$ cat src/rtl/ship_life_pkg.sv
// Shared types and widths for the ship life sequencer.
package ship_life_pkg;

    localparam int DEFAULT_MAX_NUM_LIVES = 10;
    localparam int LIVES_W               = $clog2(DEFAULT_MAX_NUM_LIVES + 1);

    typedef enum logic [2:0] {
        WAIT_START,
        ALIVE,
        EXPLODE,
        RESPAWN,
        INVULN,
        OVER
    } life_state_t;

endpackage

$ cat src/rtl/ship_life_ctrl_frame_timer.sv
// Vsync-driven down-counter: load, auto-reload on terminal count, clear.
// count_nxt is exposed so the owner can register outputs that track the
// count on the same edge it changes.
module frame_timer #(
    parameter int W = 7
) (
    input  logic         clk,
    input  logic         reset,
    input  logic         clear,
    input  logic         load,
    input  logic         enable,
    input  logic         tick,
    input  logic [W-1:0] reload_val,
    output logic [W-1:0] count_nxt,
    output logic         tc
);

    logic [W-1:0] count;

    // Terminal count: the tick that arrives while the counter sits at zero.
    assign tc = enable && tick && (count == '0);

    // Next-count selection; clear wins over load, load wins over counting.
    always_comb begin
        // NOTE: every always_comb output gets a default first so no path can infer a latch.
        count_nxt = count;
        if (clear)
            count_nxt = '0;
        else if (load || tc)
            count_nxt = reload_val;
        else if (enable && tick)
            count_nxt = count - 1'b1;
    end

    // Count register with synchronous reset.
    always_ff @(posedge clk) begin
        // NOTE: sequential state uses non-blocking assignments so every flop samples pre-edge values.
        if (reset)
            count <= '0;
        else
            count <= count_nxt;
    end

endmodule

$ cat src/rtl/ship_life_ctrl.sv
// Per-life sequencer: die -> explode -> respawn -> invulnerable, timed in frames.
// Every output is a flop loaded from the next-state decode, so each output
// always agrees with the state register it sits beside.
module ship_life_ctrl
    import ship_life_pkg::*;
#(
    parameter  int NUM_LIVES       = 3,
    parameter  int MAX_NUM_LIVES   = DEFAULT_MAX_NUM_LIVES,
    parameter  int EXPLODE_STEPS   = 4,
    parameter  int FRAMES_PER_STEP = 6,
    parameter  int INVULN_FRAMES   = 90,
    parameter  int BLINK_LOG2      = 3,
    localparam int LW              = $clog2(MAX_NUM_LIVES + 1),
    localparam int EFW             = ($clog2(EXPLODE_STEPS) > 0) ? $clog2(EXPLODE_STEPS) : 1
) (
    input  logic           clk,
    input  logic           reset,
    input  logic           vsync_pulse,
    input  logic           start_done,
    input  logic           collision,
    input  logic           bonus,
    output logic [LW-1:0]  lives,
    output logic           game_over,
    output logic           ship_draw,
    output logic           invulnerable,
    output logic           explode_active,
    output logic [EFW-1:0] explode_frame,
    output logic           ship_respawn
);

    // One timer serves both explosion steps and invulnerability; it must
    // hold the larger of the two periods.
    localparam int TIMER_MAX = (FRAMES_PER_STEP > INVULN_FRAMES) ? FRAMES_PER_STEP : INVULN_FRAMES;
    localparam int TW        = ($clog2(TIMER_MAX) > 0) ? $clog2(TIMER_MAX) : 1;

    life_state_t    state, state_nxt;
    logic [LW-1:0]  lives_nxt;
    logic [EFW-1:0] explode_frame_nxt;
    logic           ship_draw_nxt;
    logic [TW-1:0]  timer_nxt, timer_reload, invuln_elapsed;
    logic           timer_tc, timer_load, timer_clear, timer_en;
    logic           dec, inc;

    // The timer runs only in the two timed states and is zeroed everywhere else.
    assign timer_en     = (state == EXPLODE) || (state == INVULN);
    assign timer_clear  = !(state_nxt inside {EXPLODE, INVULN});
    assign timer_load   = (state_nxt != state) && (state_nxt inside {EXPLODE, INVULN});
    assign timer_reload = (state_nxt == INVULN) ? TW'(INVULN_FRAMES - 1) : TW'(FRAMES_PER_STEP - 1);

    frame_timer #(.W(TW)) u_timer (
        .clk        (clk),
        .reset      (reset),
        .clear      (timer_clear),
        .load       (timer_load),
        .enable     (timer_en),
        .tick       (vsync_pulse),
        .reload_val (timer_reload),
        .count_nxt  (timer_nxt),
        .tc         (timer_tc)
    );

    // Frames elapsed since INVULN entry, as seen after this edge; drives the blink.
    assign invuln_elapsed = TW'(INVULN_FRAMES - 1) - timer_nxt;

    // Life events: a collision only counts while ALIVE, bonus is ignored once over.
    assign dec = (state == ALIVE) && collision;
    assign inc = bonus && (state != OVER);

    // Next-state, lives arithmetic and registered-output decode.
    always_comb begin
        state_nxt         = state;
        lives_nxt         = lives;
        explode_frame_nxt = '0;
        ship_draw_nxt     = 1'b0;

        unique case (state)
            WAIT_START: if (start_done) state_nxt = ALIVE;
            ALIVE:      if (collision) state_nxt = EXPLODE;
            EXPLODE:    if (timer_tc && (explode_frame == EFW'(EXPLODE_STEPS - 1)))
                            state_nxt = (lives == '0) ? OVER : RESPAWN;
            RESPAWN:    state_nxt = INVULN;
            INVULN:     if (timer_tc) state_nxt = ALIVE;
            OVER:       state_nxt = OVER;
            default:    state_nxt = WAIT_START;
        endcase

        // Simultaneous bonus and death cancel; both ends saturate.
        unique case ({inc, dec})
            2'b01:   lives_nxt = (lives == '0) ? lives : lives - 1'b1;
            2'b10:   lives_nxt = (lives == LW'(MAX_NUM_LIVES)) ? lives : lives + 1'b1;
            default: lives_nxt = lives;
        endcase

        if (state_nxt == EXPLODE)
            explode_frame_nxt = (state == EXPLODE && timer_tc) ? explode_frame + 1'b1 : explode_frame;

        unique case (state_nxt)
            WAIT_START, ALIVE: ship_draw_nxt = 1'b1;
            INVULN:            ship_draw_nxt = ~invuln_elapsed[BLINK_LOG2];
            default:           ship_draw_nxt = 1'b0;
        endcase
    end

    // State, lives and output registers with synchronous reset.
    always_ff @(posedge clk) begin
        if (reset) begin
            state          <= WAIT_START;
            lives          <= LW'(NUM_LIVES);
            explode_frame  <= '0;
            game_over      <= 1'b0;
            ship_draw      <= 1'b1;
            invulnerable   <= 1'b0;
            explode_active <= 1'b0;
            ship_respawn   <= 1'b0;
        end else begin
            state          <= state_nxt;
            lives          <= lives_nxt;
            explode_frame  <= explode_frame_nxt;
            game_over      <= (state_nxt == OVER);
            ship_draw      <= ship_draw_nxt;
            invulnerable   <= (state_nxt == INVULN);
            explode_active <= (state_nxt == EXPLODE);
            ship_respawn   <= (state_nxt == RESPAWN);
        end
    end

endmodule

$ cat config.mk
export PLATFORM = sky130hd
export DESIGN_NAME = ship_life_ctrl
export DESIGN_NICKNAME = d
export VERILOG_FILES = /design/src/rtl/ship_life_pkg.sv /design/src/rtl/ship_life_ctrl_frame_timer.sv /design/src/rtl/ship_life_ctrl.sv
export SDC_FILE = /design/constraint.sdc
export NUM_CORES = 1
export LEC_CHECK = 0
export CAP_MARGIN = 10
export CORE_MARGIN = 2
export CORE_UTILIZATION = 30
export DETAILED_ROUTE_END_ITERATION = 10
export PLACE_DENSITY = 0.56
export SETUP_SLACK_MARGIN = 0.1
export SLEW_MARGIN = 20
export SYNTH_ARGS = -nofsm -noshare
export SYNTH_HDL_FRONTEND = slang
export SYNTH_SLANG_ARGS = --single-unit
$ cat constraint.sdc
create_clock -name clk -period 3.2 [get_ports clk]
set_input_delay 0.48 -clock clk [delete_from_list [all_inputs] [get_ports clk]]
set_output_delay 0.48 -clock clk [all_outputs]
set_load 0.005 [all_outputs]
==> flow_summary_export.csv <==
group,metric,value,unit
cts,cts_setup_buffers,0,
critical_path,cpMostUsedCell,"a21oi_1",
detailed_routing,drt-pass1-iter-count,4,
synth,avgSynthCellArea,9.22,um2
pwr,p_total,0.000632,W
placed_design,gp_congestion,0.839,
synth,synthCells,137,
sta,max_freq,0.416,GHz
detailed_routing,drcViolationCount,0,
final_layout,fillers,426,
sta,fin_setup_tns,0,ns
pwr,ir_drop,0.222,mV
final_layout,utilization,37.5,%
cts,cts_htree_levels,1,
synth,synth-main-ff-cell,"dfxtp_1",
final_layout,nets,166,
sta,slew_violations,0,
pwr,seqPwrFrac,47.8,%
grt,antenna_found_initial,0,
detailed_routing,wl_per_cell,14.0,um
cts,cts_tree,"yes",
pwr,clkPwrFrac,27.3,%
cts,cts.sinks,21,
critical_path,worstPathArrival,2.60,ns
final_layout,area_growth,19.8,%
sta,fin_crit,2.40,ns
grt,track_usage,13.5,%
critical_path,reg2reg_to,"lives[3]",
cts,cts_buffers,3,
critical_path,r2r_cells,8,
placed_design,dp_slack,0.533,ns
detailed_routing,top_layer,"met4",
placed_design,post_dp_cell_area,1470,um2
critical_path,path_class,"primary input to flop",
sta,worst_slack,0.795,ns
floorplan,die-height,68.9,um
pwr,cellLeakagePower,0.552,nW
cts,clk_pin_slew,0.07,ns
sta,rsz0062_at_grt,"no",
grt,grt_pass1_wl,4730,um
cts,cts-resized-gates,0,
critical_path,crit_chain,"clkdlybuf4s50_1 -> nor2_1 -> o21ai_2 -> ha_1 -> a21o_1 -> a21oi_1 -> xor2_1 -> or3_1 -> a21oi_1",
critical_path,crit_required,3.39,ns
placed_design,hpwlAfterDp,2170,um
synth,ys_seq_area_share,33.3,%
synth,synth_seq_cells,21,
floorplan,io_pins,17,
detailed_routing,viasPerCell,5.13,
pwr,p_comb_share,24.9,%
sta,finalClockSkew,0.000739,ns
detailed_routing,wl,2850,um
hold_path,hp-class,"flop to flop",
sta,worstMarginPinSlew,0.596,ns
grt,gr-total-overflow,0,
floorplan,core_area,4030,um2
sta,slew_headroom,59.9,%
critical_path,crit_family,"compound AO/OA/AOI/OAI gates",
critical_path,cp-end-kind,"flop",
final_layout,fin_area,1510,um2
critical_path,r2r-start,"state[0]",
final_layout,final_common_cell,"dfxtp_1",
critical_path,cp_slowest_stage_delay,0.55,ns
detailed_routing,route.met3.wl,88,um
critical_path,crit_path_top_delay_cell,"clkdlybuf4s50_1",
floorplan,die_area,4740,um2
detailed_routing,m1WireLength,1510,um
cts,clk_path_buf_depth,2,
final_layout,insertedDiodeCount,0,
synth,yosysUniqueCellTypes,55,
pwr,p_switching,0.000184,W
hold_path,hold_start,"lives[3]",
grt,grt_max_degree,13,
hold_path,hold_end,"lives[3]",
cts,cts_hold_buffers,0,
detailed_routing,ant_nets,0,
final_layout,final_cell_mix,"dfxtp_1 (21), clkdlybuf4s50_1 (16), nor2_1 (13)",
sta,setup_viol,0,
pwr,power_density,418,nW/um2
synth,yosys_warnings,0,
detailed_routing,wl_met2,1210,um
job,cap_violations,0,
run_status,status,"complete, no violations",
synth,synth_nets,149,
sta,finalCritPeriodShare,75.1,%
floorplan,initial_core_util,31.3,%
floorplan,num_rows,23,
synth,synth_area,1260,um2
critical_path,critPathLaunchType,"primary input",
critical_path,r2r_slack,0.80,ns
pwr,internal_power,0.000447,W
pwr,switching_share,29.2,%
detailed_routing,drtIter0Drc,57,
final_layout,layout-drive-gt1-share,11.8,%
cts,cts-root-buf,"clkbuf_8",
critical_path,critPathBufInv,1,
grt,grt_pass1_vias,999,
synth,synth-edff-count,0,
floorplan,fp.dieW,68.9,um
sta,report.final.hold_viol_count,0,
cts,clock_latency,0.26,ns
critical_path,cp_max_fo,6,
hold_path,holdPathStages,2,
placed_design,numPortBuffers,16,
synth,synthArstFlopShare,0,%
detailed_routing,dr_total_vias,1042,
==> tightest hold or removal path, stage by stage, from the launching register on <==
cell and delay [ns]:
dfxtp_1 0.34, o21ai_0 0.08, a21oi_1 0.06
==> kinds of logic after synthesis <==
| family | Yosys count | synth area share (%) |
|---|---|---|
| compound gates | 37 | 24.1 |
| xor+xnor | 9 | 6.84 |
| fa+ha+maj | 6 | 6.54 |
| buf+inv | 9 | 3.27 |
| flops | 21 | 33.3 |
| mux | 2 | 1.59 |
| simple gates | 53 | 24.4 |
==> how the worst max path moves through the flow <==
stage	slack, ns	endpoint	cells past startpoint	startpoint
3_3_place_gp	0.63	lives[3]	9	collision
6_report	0.80	lives[3]	9	collision
3_5_place_dp	0.53	lives[3]	9	collision
4_1_cts	0.78	lives[3]	8	state[0]
2_1_floorplan	1.06	lives[3]	9	state[0]
5_1_grt	0.66	lives[3]	8	state[0]
==> synthesized netlist by cell type, types with 4 or more instances <==
library cell	n	area, um2
dfxtp_1	21	420
nand2b_1	6	37.5
xnor2_1	4	35.0
inv_1	4	15.0
nand2_1	6	22.5
nor2_1	13	48.8
ha_1	5	62.6
xor2_1	4	35.0
nor3_1	4	20.0
a21oi_1	4	20.0
and2_1	5	31.3
==> registers in the layout (all words and copies together), names as in the netlist <==
register and cells:
explode_frame 2, ship_respawn 1, state 3, ship_draw 1, lives 4, invulnerable 1, u_timer.count 7, game_over 1
explode_active 1
==> per-layer routing <==
| metal | global-route usage [%] | vias to the layer above |
|---|---|---|
| li1 | - | 533 |
| met1 | 20.2 | 488 |
| met2 | 19.1 | 17 |
| met3 | 3.41 | 4 |
| met4 | 3.68 | 0 |
| met5 | 0 | - |
==> metrics by stage <==
stage | hold slack [ns] | instances
after floorplan | 0.495 | 137
after global placement | 0.511 | 199
after detailed placement | 0.517 | 199
after CTS | 0.528 | 203
after global routing | 0.548 | 203
final | 0.522 | 203
==> power groups by stage <==
stage	Combinational [W]	Sequential (W)	Clock [W]
2_1_floorplan	0.000107	0.000300	0
3_3_place_gp	0.000154	0.000306	0
3_5_place_dp	0.000156	0.000308	0
4_1_cts	0.000158	0.000302	0.000180
5_1_grt	0.000174	0.000306	0.000189
6_report	0.000157	0.000302	0.000173
==> area by class of cell <==
class / count / area (um2) / area share, %
Clock buffer: 3 / 41.3 / 2.73
Clock inverter: 1 / 5.00 / 0.331
Inverter: 4 / 15.0 / 0.993
Multi-Input combinational cell: 107 / 801 / 52.9
Sequential cell: 21 / 420 / 27.8
Tap cell: 50 / 62.6 / 4.14
Timing Repair Buffer: 17 / 168 / 11.1
Power figures use the tool's default switching activity.
